File: config.mk
export PLATFORM = sky130hd
export DESIGN_NAME = xor_stream_encryptor
export DESIGN_NICKNAME = d
export VERILOG_FILES = /design/src/rtl/xor_stream_encryptor_pkg.sv /design/src/rtl/xor_cipher_out_reg.sv /design/src/rtl/xor_stream_encryptor.sv
export SDC_FILE = /design/constraint.sdc
export NUM_CORES = 1
export LEC_CHECK = 0
export CORE_AREA = 2 2 251 253
export CTS_BUF_LIST = sky130_fd_sc_hd__clkbuf_16
export CTS_CLUSTER_DIAMETER = 40
export DETAILED_ROUTE_END_ITERATION = 16
export DIE_AREA = 0 0 253 255
export PLACE_DENSITY = 0.77
export RECOVER_POWER = 100
export SKIP_LAST_GASP = 1
export SYNTH_ARGS = -nofsm -noshare
export SYNTH_HDL_FRONTEND = slang
export SYNTH_SLANG_ARGS = --single-unit
File: constraint.sdc
create_clock -name iClk -period 1.95 [get_ports iClk]
set_clock_uncertainty 0.05 [all_clocks]
set_input_delay 0.195 -clock iClk [delete_from_list [all_inputs] [get_ports iClk]]
set_output_delay 0.195 -clock iClk [all_outputs]
set_load 0.01 [all_outputs]
File: src/rtl/xor_stream_encryptor_pkg.sv
// Shared definitions for the XOR stream encryptor: default widths,
// FSM state encoding and the pass counter width.
package xor_stream_encryptor_pkg;

    localparam int DATA_W_DEF = 32;
    localparam int KEY_W_DEF  = 512;
    localparam int PASS_W     = 16;

    typedef enum logic [1:0] {
        IDLE = 2'd0,
        LOAD = 2'd1,
        RUN  = 2'd2
    } state_t;

endpackage

File: src/rtl/xor_cipher_out_reg.sv
// Registered valid/ready output stage for ciphertext words.
// Handshake: a word moves on a clock edge where valid && ready are both high.
// Upstream ready is offered while enabled and the register is empty or being
// drained this cycle; a simultaneous drain and accept replaces the held word.
module xor_cipher_out_reg
    import xor_stream_encryptor_pkg::*;
#(
    parameter int DATA_W = DATA_W_DEF
) (
    input  logic              iClk,
    input  logic              iRst,
    input  logic              iEnable,
    input  logic [DATA_W-1:0] iData,
    input  logic              iData_valid,
    output logic              oData_ready,
    output logic              oAccept,
    output logic [DATA_W-1:0] oData,
    output logic              oData_valid,
    input  logic              iData_ready_ds
);

    assign oData_ready = iEnable && (!oData_valid || iData_ready_ds);
    assign oAccept     = iData_valid && oData_ready;

    // Load on accept, otherwise clear valid once downstream takes the word.
    always_ff @(posedge iClk) begin
        if (iRst) begin
            oData       <= '0;
            oData_valid <= 1'b0;
        end else if (oAccept) begin
            oData       <= iData;
            oData_valid <= 1'b1;
        end else if (iData_ready_ds) begin
            oData_valid <= 1'b0;
        end
    end

endmodule

File: src/rtl/xor_stream_encryptor.sv
// XOR stream encryptor: snapshots the assembled key and XORs plaintext words
// with consecutive key segments, cycling through all segments of the key.
// Optional build macro: XOR_CIPHER_ROTATE_EN rotates the key register left by
// one bit each time the segment index wraps.
// oDbgState exposes the FSM state for observation.
module xor_stream_encryptor
    import xor_stream_encryptor_pkg::*;
#(
    parameter  int DATA_W = DATA_W_DEF,
    parameter  int KEY_W  = KEY_W_DEF,
    localparam int SEGS   = KEY_W / DATA_W,
    localparam int SEG_W  = $clog2(SEGS)
) (
    input  logic              iClk,
    input  logic              iRst,
    input  logic [KEY_W-1:0]  iAssembled_key,
    input  logic              iCan_encrypt,
    input  logic [DATA_W-1:0] iData,
    input  logic              iData_valid,
    output logic              oData_ready,
    output logic [DATA_W-1:0] oCipher,
    output logic              oCipher_valid,
    input  logic              iCipher_ready,
    output logic [SEG_W-1:0]  oSeg_index,
    output logic [PASS_W-1:0] oPass_count,
    output logic              oKey_loaded,
    output logic [1:0]        oDbgState
);

    localparam logic [SEG_W-1:0] SEG_LAST = SEG_W'(SEGS - 1);

    state_t             state;
    logic [KEY_W-1:0]   keyReg;
    logic [SEG_W-1:0]   segIdx;
    logic [PASS_W-1:0]  passCount;
    logic               keyLoaded;
    logic [DATA_W-1:0]  keySeg;
    logic               runEnable;
    logic               accept;

    assign oSeg_index  = segIdx;
    assign oPass_count = passCount;
    assign oKey_loaded = keyLoaded;
    assign oDbgState   = state;

    // Segment applied to the word accepted this cycle.
    assign keySeg    = keyReg[int'(segIdx)*DATA_W +: DATA_W];
    // Input side closes the same cycle the key-complete flag falls.
    assign runEnable = (state == RUN) && iCan_encrypt;

    xor_cipher_out_reg #(
        .DATA_W (DATA_W)
    ) uOutReg (
        .iClk           (iClk),
        .iRst           (iRst),
        .iEnable        (runEnable),
        .iData          (iData ^ keySeg),
        .iData_valid    (iData_valid),
        .oData_ready    (oData_ready),
        .oAccept        (accept),
        .oData          (oCipher),
        .oData_valid    (oCipher_valid),
        .iData_ready_ds (iCipher_ready)
    );

    // FSM, key snapshot, segment index and pass counter.
    always_ff @(posedge iClk) begin
        if (iRst) begin
            state     <= IDLE;
            keyReg    <= '0;
            segIdx    <= '0;
            passCount <= '0;
            keyLoaded <= 1'b0;
        end else begin
            case (state)
                IDLE: begin
                    if (iCan_encrypt) state <= LOAD;
                end
                LOAD: begin
                    keyReg    <= iAssembled_key;
                    segIdx    <= '0;
                    keyLoaded <= 1'b1;
                    state     <= RUN;
                end
                RUN: begin
                    if (!iCan_encrypt) begin
                        state     <= IDLE;
                        segIdx    <= '0;
                        keyLoaded <= 1'b0;
                    end else if (accept) begin
                        if (segIdx == SEG_LAST) begin
                            segIdx    <= '0;
                            passCount <= passCount + 1'b1;
`ifdef XOR_CIPHER_ROTATE_EN
                            keyReg    <= {keyReg[KEY_W-2:0], keyReg[KEY_W-1]};
`else
                            keyReg    <= keyReg;
`endif
                        end else begin
                            segIdx <= segIdx + 1'b1;
                        end
                    end
                end
                default: begin
                    state     <= IDLE;
                    keyLoaded <= 1'b0;
                end
            endcase
        end
    end

endmodule

# --- Yosys cells after proc, flatten, opt, wreduce, memory -nomap -nowiden ---
# Index checks and enable logic that the tools add are counted.
op_classes:
  n_reduce_logical: 12
  div: 0
  n_addsub: 2
  eq_ne: 6
  n_mux: 11
  n_shift: 1
  magnitude_cmp: 0
  multipliers: 0
  n_bitwise: 2
op_table:
  columns: ["cell", "count"]
  rows:
  - ["512-bit by 10-bit variable part select with 32-bit output", 1]
  - ["32-bit bitwise XOR", 1]
  - ["16-bit by 1-bit adder with 16-bit output, second input constant", 1]
  - ["4-bit 2-to-1 mux", 3]
  - ["4-bit case mux with 2 select lines", 1]
  - ["2-bit case mux with 3 select lines", 1]
  - ["2-bit AND reduction", 3]
  - ["4-bit by 1-bit adder with 4-bit output, second input constant", 1]
  - ["4-bit == test, second input constant", 1]
  - ["2-bit 2-to-1 mux", 2]
  - ["2-bit inequality test, second input constant", 2]
  - ["4-bit AND reduction", 1]
  - ["2-bit nonzero test", 2]
  - ["1-bit logical AND", 3]
  - ["1-bit 2-to-1 mux", 3]
  - ["3-bit inequality test, second input constant", 1]
  - ["1-bit case mux with 3 select lines", 1]
  - ["2-bit by 1-bit == test with 1-bit output, second input constant", 1]
  - ["2-bit == test, second input constant", 1]
  - ["2-bit logical NOT", 1]
  - ["1-bit logical NOT", 1]
  - ["1-bit logical OR", 1]
  - ["1-bit NOT", 1]
totals:
  elab_cells: 41
  memories: 0
  mem_bits_ro: 0
  out_inout_bits: 57
  mem_bits_rw: 0
  reg_bits: 568
  latch_bits: 0
  inputBits: 549

# --- Logic depth before layout (Yosys ltp) ---
logic_depth:
  ltp_word: 7
  mapped_depth: 9
  depth_no_buf: 6

# --- Hierarchy ---
# A second synthesis with hierarchy kept.
unflattened:
  cells_unflattened: 2768
  area_unflattened_um2: 23930.5
modules_own_cells:
  columns: ["mod", "cells_per_inst", "instances", "area_each_um2"]
  rows:
  - ["xor_stream_encryptor", 2623, 1, 22405.2]
  - ["xor_cipher_out_reg", 145, 1, 1525.2]

# --- Least setup slack after synthesis ---
# Ideal clock, no wire load.
synth_timing:
  kind: "register -> register"
  from: "register segIdx[1] (netlist: oSeg_index[1])"
  to: "register uOutReg.oData[22]"
  path_stages_with_launch: 8
  arrival_time_ps: 1663
  synth_period_minus_slack_ps: 1840
  slack_ps: 110
  required_ps: 1773
  cell_sequence: "dfxtp_1 -> buf_4 -> buf_6 -> buf_6 -> mux4_2 -> mux2i_1 -> or3_1 -> nand4_1"
synth_between:
  elab_chain_len: 2
synth_lines:
  columns: ["element", "line", "source"]
  rows:
  - ["start, declared", "xor_stream_encryptor.sv:34", "logic [SEG_W-1:0] segIdx;"]
  - ["start signal, assigned", "xor_stream_encryptor.sv:100", "segIdx <= segIdx + 1'b1;"]
  - ["512-bit by 10-bit variable part select with 32-bit output", "xor_stream_encryptor.sv:47", "assign keySeg = keyReg[int'(segIdx)*DATA_W +: DATA_W];"]
  - ["32-bit bitwise XOR", "xor_stream_encryptor.sv:57", ".iData (iData ^ keySeg),"]
  - ["end signal, assigned", "xor_cipher_out_reg.sv:31", "oData <= iData;"]
  - ["end, declared", "xor_cipher_out_reg.sv:17", "output logic [DATA_W-1:0] oData,"]
# Every way passes these cells.
# A chain may end at the register's enable or synchronous reset.

# --- Worst setup path after layout ---
layout_timing:
  from: "register segIdx[2] (netlist: oSeg_index[2])"
  to: "register uOutReg.oData[17]"
# The elaborated chain is that of the path after synthesis.

==> reports/metrics.cfg <==
[hold_path]
hold_path.class=input port to flop
min_to=keyReg[212]$_SDFFE_PP0P_
hold_start=iAssembled_key[212]
whs_path_depth=3

[clock_network]
ctsLongestPathBuffers=3
root_buffer=clkbuf_16
clk_pin_slew_worst_paths_ns=0.06
cts_tree=yes
htreeDepth=3
insertion_delay_ns=0.63
cts_sinks=568
cts_buffers=88

[yosys]
syn_nets=3552
synth_area_leaders=dfxtp_1, nand2_1, a21oi_1
synth_seq_area_share_pct=46.3
synth_top_area_share_pct=46.3
synth.distinct_cells=39
ys.flop_type=dfxtp_1
synthTopCellsByCount=nand2_1, dfxtp_1, a21oi_1, mux2i_1, buf_2
ys_ff_latch=568
synth.avg_cell_area_sq_um=8.19
syn-cell-area_sq_mm=0.0246
ys_warn_count=0
async_flop_share_pct=0
synth-edff-count=0
synthCells=3001
synth.most_common_cell=nand2_1
synthDominantAreaCellType=dfxtp_1

[detailed_routing]
wl_microns=99600
route.detailed.drc=0
route.met3.wl_microns=8540
dr.pass1.iters=5
dr_wl_met2_microns=47600
top_layer_used=met5
wl_met1_microns=37300
drtIter0Drc=2333
num_vias=24676
via_per_inst=5.43
routedWlPerCell_microns=21.9
ant_nets=0

[cells_and_area]
final_area_sq_mm=0.0366
finalNetCount=4196
nFillCells=5177
final_layout_size_suffix_gt1_share_pct=14.3
multi_input_comb_area_sq_mm=0.0127
fin_cells=4542
final-seq-area_sq_mm=0.0114
syn_to_final_growth_pct=48.9

[power_and_ir_drop]
powerDensity_mw_per_mm2=874
p_leak_nw=12.9
irDropWorstVdd_mv=0.665

[placed_design]
gp_congestion=0.895
dpl.cell_count=4326
numPortBuffers=605
hpwl_microns=71300
dpl_cell_area_sq_mm=0.0323

[timing]
min_period_ns=2.04
grt_setup_unrepaired=yes
relSlewSlack_pct=29.9
max_freq_mhz=489
slew_violations=0
finalSetupViolations=140
whs_ns=0.0606
final_hold_viol_count=0
fin_crit_sh_pct=105
tightest_slew_ns=1.05
setup_ws_ns=-0.0945

[worst_setup_path]
ff2ff_path_depth=8
critPathLaunchType=flop
critPathKind=flop to flop
r2r-start=oSeg_index[2]$_SDFFE_PP0P_
worst-path-max-fanout=10
r2r_slack_ns=-0.09
end_kind=flop
reg2reg_to=uOutReg.oData[17]$_SDFFE_PP0P_
worstPathArrival_ns=2.56
required_ns=2.46

[outcome]
status=finished, violations left
failed_checks=setup timing

[floorplan]
rows=92
die_x_microns=253
initial_core_util_pct=39.5
io_pins=606
dieHeight_microns=255
dieArea_sq_mm=0.0645
core_region_area_sq_mm=0.0622

[global_routing]
antenna_found_initial=33
track_usage_pct=29.1
grt_max_degree=154
grt_pass1_vias=23629
grt_pass1_wl_microns=141000
grt-ovfl-total=0

[job]
maxCapViolCount=0

area by class of cell:
type	instances	share of cell area, %
sequential	568	31.1
timing repair buffer	797	22.7
multi-input combinational	2153	34.6
clock inverter	76	2.25
clock buffer	88	6.02
antenna	24	0.164
tap	799	2.73
inverter	37	0.380
sequential cells by signal (all words and copies together), names as in the netlist:
| name | cells |
|---|---|
| uOutReg.oData_valid | 1 |
| oKey_loaded | 1 |
| oPass_count | 16 |
| oDbgState | 2 |
| uOutReg.oData | 32 |
| keyReg | 512 |
| oSeg_index | 4 |
worst max-delay path by stage:
stage,start,to
floorplan,oSeg_index[1]$_SDFFE_PP0P_,uOutReg.oData[22]$_SDFFE_PP0P_
global placement,oSeg_index[2]$_SDFFE_PP0P_,uOutReg.oData[0]$_SDFFE_PP0P_
detailed placement,oSeg_index[2]$_SDFFE_PP0P_,uOutReg.oData[0]$_SDFFE_PP0P_
CTS,oSeg_index[2]$_SDFFE_PP0P_,uOutReg.oData[0]$_SDFFE_PP0P_
global route,oSeg_index[1]$_SDFFE_PP0P_,oPass_count[8]$_SDFFE_PP0P_
finish,oSeg_index[2]$_SDFFE_PP0P_,uOutReg.oData[17]$_SDFFE_PP0P_
routing by layer:
layer / GRT usage, % / vias up
met1: 34.2 / 11661
met2: 48.4 / 1155
met5: 0 / -
met3: 7.05 / 290
met4: 17.1 / 26
li1: - / 11544
per-stage QoR:
stage / TNS, ns / util (%) / setup WS (ns) / total power [mW]
floorplan: 0 / - / 0.110 / 14.0
global placement: -1.10 / 51.9 / -0.301 / 15.9
detailed placement: -1.67 / 51.9 / -0.265 / 16.0
CTS: -1.87 / 57.9 / -0.116 / 32.0
global route: -17.16 / 58.8 / -0.181 / 32.9
finish: -2.73 / 58.9 / -0.0945 / 32.0
cell usage in the layout (no fill, tap or decap), types with 5 or more instances in the layout:
cell type        count
bufinv_16           11
clkinv_2            11
buf_4              105
clkbuf_2             7
buf_12              43
xnor2_1             11
nand4_1             36
nand3_1             37
a21oi_1            522
diode_2             24
mux2i_2             27
a31oi_1             32
a22oi_1             27
mux4_2              64
inv_8                5
nor2_1              51
mux2i_1            111
a211oi_2            11
a211oi_1            23
o21ai_0              5
clkbuf_16           94
buf_6               14
dfxtp_1            564
inv_1               44
nand2_1           1062
clkinv_1            10
clkdlybuf4s50_1    587
inv_6               17
a22oi_2             37
mux2i_4             23
nor4_4               5
dlygate4sd3_1       10
or3_1               34
clkinv_4             8
what timing repair did:
item / in CTS / in global routing
gates resized for setup: 80 / 107
setup buffers: 12 / 7
gates cloned: 7 / 7
hold buffers: 1 / 0
pin swaps: 1 / 18
endpoints found under the hold margin: 3 / 0
endpoints found under the setup margin: 39 / 51
power breakdown:
group | switching (mW) | total [mW] | leakage (nW) | internal [mW]
logic | 1.65 | 3.39 | 6.76 | 1.74
clock network | 6.21 | 16.1 | 1.51 | 9.90
registers | 0.319 | 12.5 | 4.63 | 12.2
total | 8.18 | 32.0 | 12.9 | 23.8
worst max-delay path, cell delays in order, from the launching register on:
cell and delay (ns):
dfxtp_4 0.44, buf_12 0.19, buf_16 0.17, buf_4 0.14
mux2i_1 0.34, a22oi_1 0.18, a211oi_1 0.29, a31oi_1 0.06
nand4_1 0.10
logic make-up (layout without fill, tap and decap cells):
| logic type | after synthesis | count (layout) | share of synthesized area [%] |
|---|---|---|---|
| AO/OA/AOI/OAI | 659 | 659 | 14.6 |
| XOR/XNOR | 12 | 12 | 0.428 |
| adder cells (fa/ha/maj) | 2 | 2 | 0.102 |
| buffers and inverters | 280 | 998 | 5.38 |
| flip-flops | 568 | 568 | 46.3 |
| multiplexers | 225 | 225 | 12.4 |
| other | 0 | 24 | 0 |
| AND/OR/NAND/NOR | 1255 | 1255 | 20.8 |
No activity file was read; power rests on OpenSTA's default activity.
